[src/rtl/uart_cen.sv]
// rtl/uart_cen.sv - cen-timed 8N1 full-duplex UART with per-direction prescaler and sub-tick counters.
// Build option: define UART_LOOPBACK_EN to feed the receiver from the internal uart_tx.
module uart_cen #(
  parameter logic [4:0] CLK_DIVIDER  = 5'd3,
  parameter logic [4:0] UART_DIVIDER = 5'd23
) (
  input  logic       clk,
  input  logic       rst,
  input  logic       cen,
  input  logic       uart_rx,
  output logic       uart_tx,
  output logic [7:0] rx_data,
  output logic       rx_done,
  output logic       rx_error,
  input  logic [7:0] tx_data,
  input  logic       tx_wr,
  output logic       tx_busy,
  output logic       tx_done
);

  typedef enum logic [1:0] {S_IDLE, S_START, S_DATA, S_STOP} state_t;

  localparam logic [4:0] PRE_LAST  = CLK_DIVIDER - 5'd1;
  localparam logic [4:0] SUB_LAST  = UART_DIVIDER - 5'd1;
  localparam logic [4:0] HALF_LAST = (UART_DIVIDER >> 1) - 5'd1;

  logic rx_in;
  logic rx_s1_q, rx_s2_q;

  state_t     rx_state_q, rx_state_d;
  logic [4:0] rx_pre_q, rx_pre_d, rx_sub_q, rx_sub_d;
  logic [2:0] rx_bit_q, rx_bit_d;
  logic [7:0] rx_sh_q, rx_sh_d, rx_data_q, rx_data_d;
  logic       rx_prev_q, rx_prev_d, rx_done_q, rx_done_d, rx_error_q, rx_error_d;
  logic       rx_sub_tick, rx_bit_tick;

  state_t     tx_state_q, tx_state_d;
  logic [4:0] tx_pre_q, tx_pre_d, tx_sub_q, tx_sub_d;
  logic [2:0] tx_bit_q, tx_bit_d;
  logic [7:0] tx_sh_q, tx_sh_d;
  logic       uart_tx_q, uart_tx_d, tx_busy_q, tx_busy_d, tx_done_q, tx_done_d;
  logic       tx_sub_tick, tx_bit_tick;

`ifdef UART_LOOPBACK_EN
  logic unused_uart_rx;
  assign unused_uart_rx = uart_rx;
  assign rx_in = uart_tx_q;
`else
  assign rx_in = uart_rx;
`endif

  always_ff @(posedge clk or posedge rst) begin
    if (rst) begin
      rx_s1_q <= 1'b1;
      rx_s2_q <= 1'b1;
    end else begin
      rx_s1_q <= rx_in;
      rx_s2_q <= rx_s1_q;
    end
  end

  assign rx_sub_tick = cen && (rx_pre_q == PRE_LAST);
  assign rx_bit_tick = rx_sub_tick && (rx_sub_q == SUB_LAST);

  always_comb begin
    rx_state_d = rx_state_q;
    rx_pre_d   = rx_pre_q;
    rx_sub_d   = rx_sub_q;
    rx_bit_d   = rx_bit_q;
    rx_sh_d    = rx_sh_q;
    rx_data_d  = rx_data_q;
    rx_prev_d  = rx_prev_q;
    rx_done_d  = 1'b0;
    rx_error_d = 1'b0;
    if (cen) begin
      rx_prev_d = rx_s2_q;
      rx_pre_d  = rx_sub_tick ? 5'd0 : rx_pre_q + 5'd1;
      if (rx_sub_tick) rx_sub_d = (rx_sub_q == SUB_LAST) ? 5'd0 : rx_sub_q + 5'd1;
    end
    case (rx_state_q)
      S_IDLE: begin
        if (cen && rx_prev_q && !rx_s2_q) begin
          rx_state_d = S_START;
          rx_pre_d   = 5'd0;
          rx_sub_d   = 5'd0;
        end
      end
      S_START: begin
        // Mid-start sample realigns the sub-tick counter so data samples land mid-bit.
        if (rx_sub_tick && rx_sub_q == HALF_LAST) begin
          if (rx_s2_q) begin
            rx_state_d = S_IDLE;
          end else begin
            rx_state_d = S_DATA;
            rx_sub_d   = 5'd0;
            rx_bit_d   = 3'd0;
          end
        end
      end
      S_DATA: begin
        if (rx_bit_tick) begin
          rx_sh_d  = {rx_s2_q, rx_sh_q[7:1]};
          rx_bit_d = rx_bit_q + 3'd1;
          if (rx_bit_q == 3'd7) rx_state_d = S_STOP;
        end
      end
      default: begin
        if (rx_bit_tick) begin
          rx_data_d  = rx_sh_q;
          rx_done_d  = rx_s2_q;
          rx_error_d = !rx_s2_q;
          rx_state_d = S_IDLE;
        end
      end
    endcase
  end

  always_ff @(posedge clk or posedge rst) begin
    if (rst) begin
      rx_state_q <= S_IDLE;
      rx_pre_q   <= 5'd0;
      rx_sub_q   <= 5'd0;
      rx_bit_q   <= 3'd0;
      rx_sh_q    <= 8'd0;
      rx_data_q  <= 8'd0;
      rx_prev_q  <= 1'b1;
      rx_done_q  <= 1'b0;
      rx_error_q <= 1'b0;
    end else begin
      rx_state_q <= rx_state_d;
      rx_pre_q   <= rx_pre_d;
      rx_sub_q   <= rx_sub_d;
      rx_bit_q   <= rx_bit_d;
      rx_sh_q    <= rx_sh_d;
      rx_data_q  <= rx_data_d;
      rx_prev_q  <= rx_prev_d;
      rx_done_q  <= rx_done_d;
      rx_error_q <= rx_error_d;
    end
  end

  assign tx_sub_tick = cen && (tx_pre_q == PRE_LAST);
  assign tx_bit_tick = tx_sub_tick && (tx_sub_q == SUB_LAST);

  always_comb begin
    tx_state_d = tx_state_q;
    tx_pre_d   = tx_pre_q;
    tx_sub_d   = tx_sub_q;
    tx_bit_d   = tx_bit_q;
    tx_sh_d    = tx_sh_q;
    uart_tx_d  = uart_tx_q;
    tx_busy_d  = tx_busy_q;
    tx_done_d  = 1'b0;
    if (cen) begin
      tx_pre_d = tx_sub_tick ? 5'd0 : tx_pre_q + 5'd1;
      if (tx_sub_tick) tx_sub_d = (tx_sub_q == SUB_LAST) ? 5'd0 : tx_sub_q + 5'd1;
    end
    case (tx_state_q)
      S_IDLE: begin
        // Write is accepted on any clk, independent of cen.
        if (tx_wr) begin
          tx_sh_d    = tx_data;
          tx_busy_d  = 1'b1;
          uart_tx_d  = 1'b0;
          tx_pre_d   = 5'd0;
          tx_sub_d   = 5'd0;
          tx_state_d = S_START;
        end
      end
      S_START: begin
        if (tx_bit_tick) begin
          uart_tx_d  = tx_sh_q[0];
          tx_bit_d   = 3'd0;
          tx_state_d = S_DATA;
        end
      end
      S_DATA: begin
        if (tx_bit_tick) begin
          if (tx_bit_q == 3'd7) begin
            uart_tx_d  = 1'b1;
            tx_state_d = S_STOP;
          end else begin
            uart_tx_d = tx_sh_q[1];
            tx_sh_d   = {1'b0, tx_sh_q[7:1]};
            tx_bit_d  = tx_bit_q + 3'd1;
          end
        end
      end
      default: begin
        if (tx_bit_tick) begin
          tx_busy_d  = 1'b0;
          tx_done_d  = 1'b1;
          tx_state_d = S_IDLE;
        end
      end
    endcase
  end

  always_ff @(posedge clk or posedge rst) begin
    if (rst) begin
      tx_state_q <= S_IDLE;
      tx_pre_q   <= 5'd0;
      tx_sub_q   <= 5'd0;
      tx_bit_q   <= 3'd0;
      tx_sh_q    <= 8'd0;
      uart_tx_q  <= 1'b1;
      tx_busy_q  <= 1'b0;
      tx_done_q  <= 1'b0;
    end else begin
      tx_state_q <= tx_state_d;
      tx_pre_q   <= tx_pre_d;
      tx_sub_q   <= tx_sub_d;
      tx_bit_q   <= tx_bit_d;
      tx_sh_q    <= tx_sh_d;
      uart_tx_q  <= uart_tx_d;
      tx_busy_q  <= tx_busy_d;
      tx_done_q  <= tx_done_d;
    end
  end

  assign uart_tx  = uart_tx_q;
  assign rx_data  = rx_data_q;
  assign rx_done  = rx_done_q;
  assign rx_error = rx_error_q;
  assign tx_busy  = tx_busy_q;
  assign tx_done  = tx_done_q;

endmodule

[config.mk]
export PLATFORM = sky130hd
export DESIGN_NAME = uart_cen
export DESIGN_NICKNAME = d
export VERILOG_FILES = /design/src/rtl/uart_cen.sv
export SDC_FILE = /design/constraint.sdc
export NUM_CORES = 1
export LEC_CHECK = 0
export BUFFER_PORTS_ARGS = -buffer_cell sky130_fd_sc_hd__buf_2
export CAP_MARGIN = 15
export CORE_MARGIN = 4
export CORE_UTILIZATION = 45
export CTS_BUF_LIST = sky130_fd_sc_hd__clkbuf_16
export DETAILED_ROUTE_END_ITERATION = 12
export GPL_ROUTABILITY_DRIVEN = 0
export HOLD_SLACK_MARGIN = 0.05
export SLEW_MARGIN = 20
export SYNTH_ARGS = -nofsm -noshare
export SYNTH_HDL_FRONTEND = slang
export SYNTH_SLANG_ARGS = --single-unit
[constraint.sdc]
create_clock -name clk -period 2.8 [get_ports clk]
set_input_delay 0.28 -clock clk [delete_from_list [all_inputs] [get_ports clk]]
set_output_delay 0.28 -clock clk [all_outputs]
set_load 0.02 [all_outputs]
==> summary.md <==
| Metric | Value |
|---|---|
| Min-delay src | uart_rx |
| Status | completed |
| Area of the die | 8240 um^2 |
| Skew final | 0.00695 ns |
| Worst Path Arrival | ~2.4 ns |
| Reg2Reg Depth | 6 |
| Sequential Power Share | 0.410 |
| Post-Syn Nets | 302 |
| Slowest stage cell, crit path | o21ai_2 |
| Routed WL | between 5000 and 6000 um |
| Avg WL per Cell | roughly 14 um |
| Vias in the first global route | 2115 |
| Reg2Reg Setup Slack | ~0.57 ns |
| Cell Area, Placed | between 3000 and 4000 um^2 |
| Yosys cell types | 48 |
| Antenna Nets Post-Route | 0 |
| WHS Path Cells | 1 |
| Clk sinks | between 60 and 70 |
| Row count | 29 |
| Critical R2R Launch | tx_pre_q[0] |
| Sw Share | 0.259 |
| Stages on worst setup path | 6 |
| Post-CTS resize count | 0 |
| Count leader, synth | dfrtp_1 |
| Final Slew Violations | 0 |
| CTS Buf Count | 9 |
| Max transition margin | 0.487 |
| Peak per-stage delay on the critical path | about 0.45 ns |
| Yosys reg bits | just over 60 |
| Grt ovf | 0 |
| Layout cell share with drive strength beyond 1 | 0.293 |
| RR Endpoint | tx_sh_q[1] |
| Critical path class | flip-flop to flip-flop |
| Mean Syn Cell Area | 11.3 um^2 |
| Seq/Total Area, Yosys | 0.505 |
| Root buf cell | clkbuf_16 |
| P_leak | about 1.8 nW |
| Post-layout min period | between 2 and 2.5 ns |
| Die span in y | about 91 um |
| Syn. warnings | 0 |
| Total GRT Usage | 0.147 |
| Clk network pwr share | 0.456 |
| Max FO, Critical Path | 8 |
| Via density | roughly 5.4 |
| Worst Max-Slew Pin Slew | around 0.77 ns |
| Logic gate share of total power | 0.134 |
| Synth top area share | 0.471 |
| Post-synth top area cell | dfrtp_1 |
| Area growth from synthesis to final layout | 17.9% |
| Post-synth EDFFs | 0 |
| Post-synthesis cell area | 3080 um^2 |
| Drt pass-1 iters | 5 |
| Critical Path RT | 3.00 ns |
| Via count | 2071 |
| CTS tree | done |
| Postcts setup bufs | 0 |
| Non-filler cells, final | 384 |
| Core Footprint | around 6500 um^2 |
| Cell Pwr Density | 764 nW/um^2 |
| Switching Power | 0.718 mW |
| Post-DP HPWL | 3700 um |
| Nets | about 330 |
| Period utilization | 0.797 |
| First-pass GRT wire length | around 9800 um |
| Worst Setup SP | tx_pre_q[0] |
| Peak VDD IR | 396 uV |
| Diodes inserted | 0 |
| Fin Setup TNS | 0 ns |
| Dpl cells | ~370 |
| Die width | 90.8 um |
| Initial antenna violation count | 0 |
| Worst Hold Path EP | rx_s1_q |
| RSZ-0062 raised after global routing | false |
| Fillcell total | ~550 |
| Setup violators final | 0 |
| Max Fclk | between 0.4 and 0.5 GHz |
| H-tree depth | 3 |
| Starting DRT DRC Count | 76 |
| Skew-Pair Late Insertion Delay | roughly 0.32 ns |
| Gate Count Post-Synth | 272 |
| Post-Layout Inst Area | 3640 um^2 |
| Crit end category | flip-flop |
| Hold crit path type | primary input to flip-flop |
| Primary FF master, synth | dfrtp_1 |
| Synth cell count leaders | dfrtp_1 (58), mux2_2 (32), nor2_1 (21) |
| Asr flop ratio synth | 1.00 |
| Startpoint Class | flip-flop |
| Max Cap Violations | 0 |
| Final Hold Viols | 0 |
| Synth area leaders | dfrtp_1 (47%), mux2_2 (12%), ha_1 (6.9%) |
| Buffers added on ports | 25 |
| Post-route DRC | 0 |
| Max clock buf depth | 2 |
| Top delay family on crit path | simple AND/OR/NAND/NOR gates |
| CP cell instances | inv_1 -> ha_1 -> nor4b_4 -> nand2_1 -> o21ai_2 -> mux2_2 |
| Fin Hold WS | slightly above 0.07 ns |
| Clk pin slew, worst setup/hold paths | ~0.060 ns |
| Hold_buf cts | 0 |
| Pin count of the biggest net entering global routing | 63 |
| CP Buf/Inv Count | 1 |
| Cell-internal power | just over 2 mW |
| Initial Util | 0.475 |
| I/O Pins | 26 |
sequential cells by signal (all words and copies together) (netlist names), 2 cells and up:
signal      flops
rx_data         8
tx_sh_q         8
tx_bit_q        3
rx_pre_q        5
rx_sub_q        5
tx_pre_q        5
rx_bit_q        3
rx_state_q      2
tx_sub_q        5
rx_sh_q         8
tx_state_q      2
worst reg2reg max path, cell delays in order, from the launching register on:
cell	delay, ns
dfrtp_1	0.42
inv_1	0.08
ha_1	0.16
nor4b_4	0.37
nand2_1	0.23
o21ai_2	0.45
mux2_2	0.39
cell type report:
class / count / area, um^2 / area share
Clock buffer: 9 / 225 / 0.0619
Multi-Input combinational cell: 186 / 1430 / 0.393
Tap cell: 77 / 96.3 / 0.0265
Clock inverter: 7 / 123 / 0.0337
Sequential cell: 62 / 1560 / 0.428
Inverter: 14 / 52.6 / 0.0145
Timing Repair Buffer: 29 / 155 / 0.0427
placed cells by master, fill, tap and decap left out, drive strengths merged, types with 9 or more instances in the layout:
cell	n
dfrtp	58
mux2	33
buf	29
nor2	22
nand2	17
ha	17
inv	14
o21ai	12
nand3	10
a21oi	9
xor2	9
clkbuf	9
power by group through the flow:
stage / clock network [mW] / registers, mW / logic, mW
2_1_floorplan: 0 / 1.12 / 0.301
5_1_grt: 1.35 / 1.16 / 0.438
3_5_place_dp: 0 / 1.15 / 0.372
3_3_place_gp: 0 / 1.15 / 0.361
6_report: 1.27 / 1.14 / 0.373
4_1_cts: 1.29 / 1.14 / 0.381
kinds of logic (layout without fill, tap and decap cells):
| logic type | count (synthesis) | after routing | share of synthesized area |
|---|---|---|---|
| adder cells (fa/ha/maj) | 17 | 17 | 0.0690 |
| AND/OR/NAND/NOR | 86 | 86 | 0.156 |
| multiplexers | 36 | 36 | 0.131 |
| buffers and inverters | 24 | 59 | 0.0321 |
| XOR/XNOR | 10 | 10 | 0.0284 |
| flip-flops | 62 | 62 | 0.505 |
| AO/OA/AOI/OAI | 37 | 37 | 0.0779 |
layer usage:
metal	routed length, um	vias to the layer above	track usage	part of all wire
met5	0	-	0	0
met3	160	6	0.0283	0.029
met2	2570	31	0.220	0.47
met4	73	0	0.0716	0.013
met1	2710	1012	0.205	0.49
li1	-	1022	-	-
metrics by stage:
step	worst slack, ns	util	total power [mW]
after CTS	0.560	0.560	2.81
after detailed placement	0.582	0.506	1.52
final	0.568	0.560	2.78
after global placement	0.617	0.506	1.51
after global routing	0.343	0.560	2.94
after floorplan	0.856	-	1.42
worst max path at each step:
stage / endpoint / slack [ns]
global route: rx_data[4] / 0.34
floorplan: rx_sh_q[0] / 0.86
global placement: rx_data[0] / 0.62
detailed placement: rx_data[6] / 0.58
CTS: rx_data[6] / 0.56
finish: tx_sh_q[1] / 0.57
Note: power is estimated with default switching activity, not from simulation.
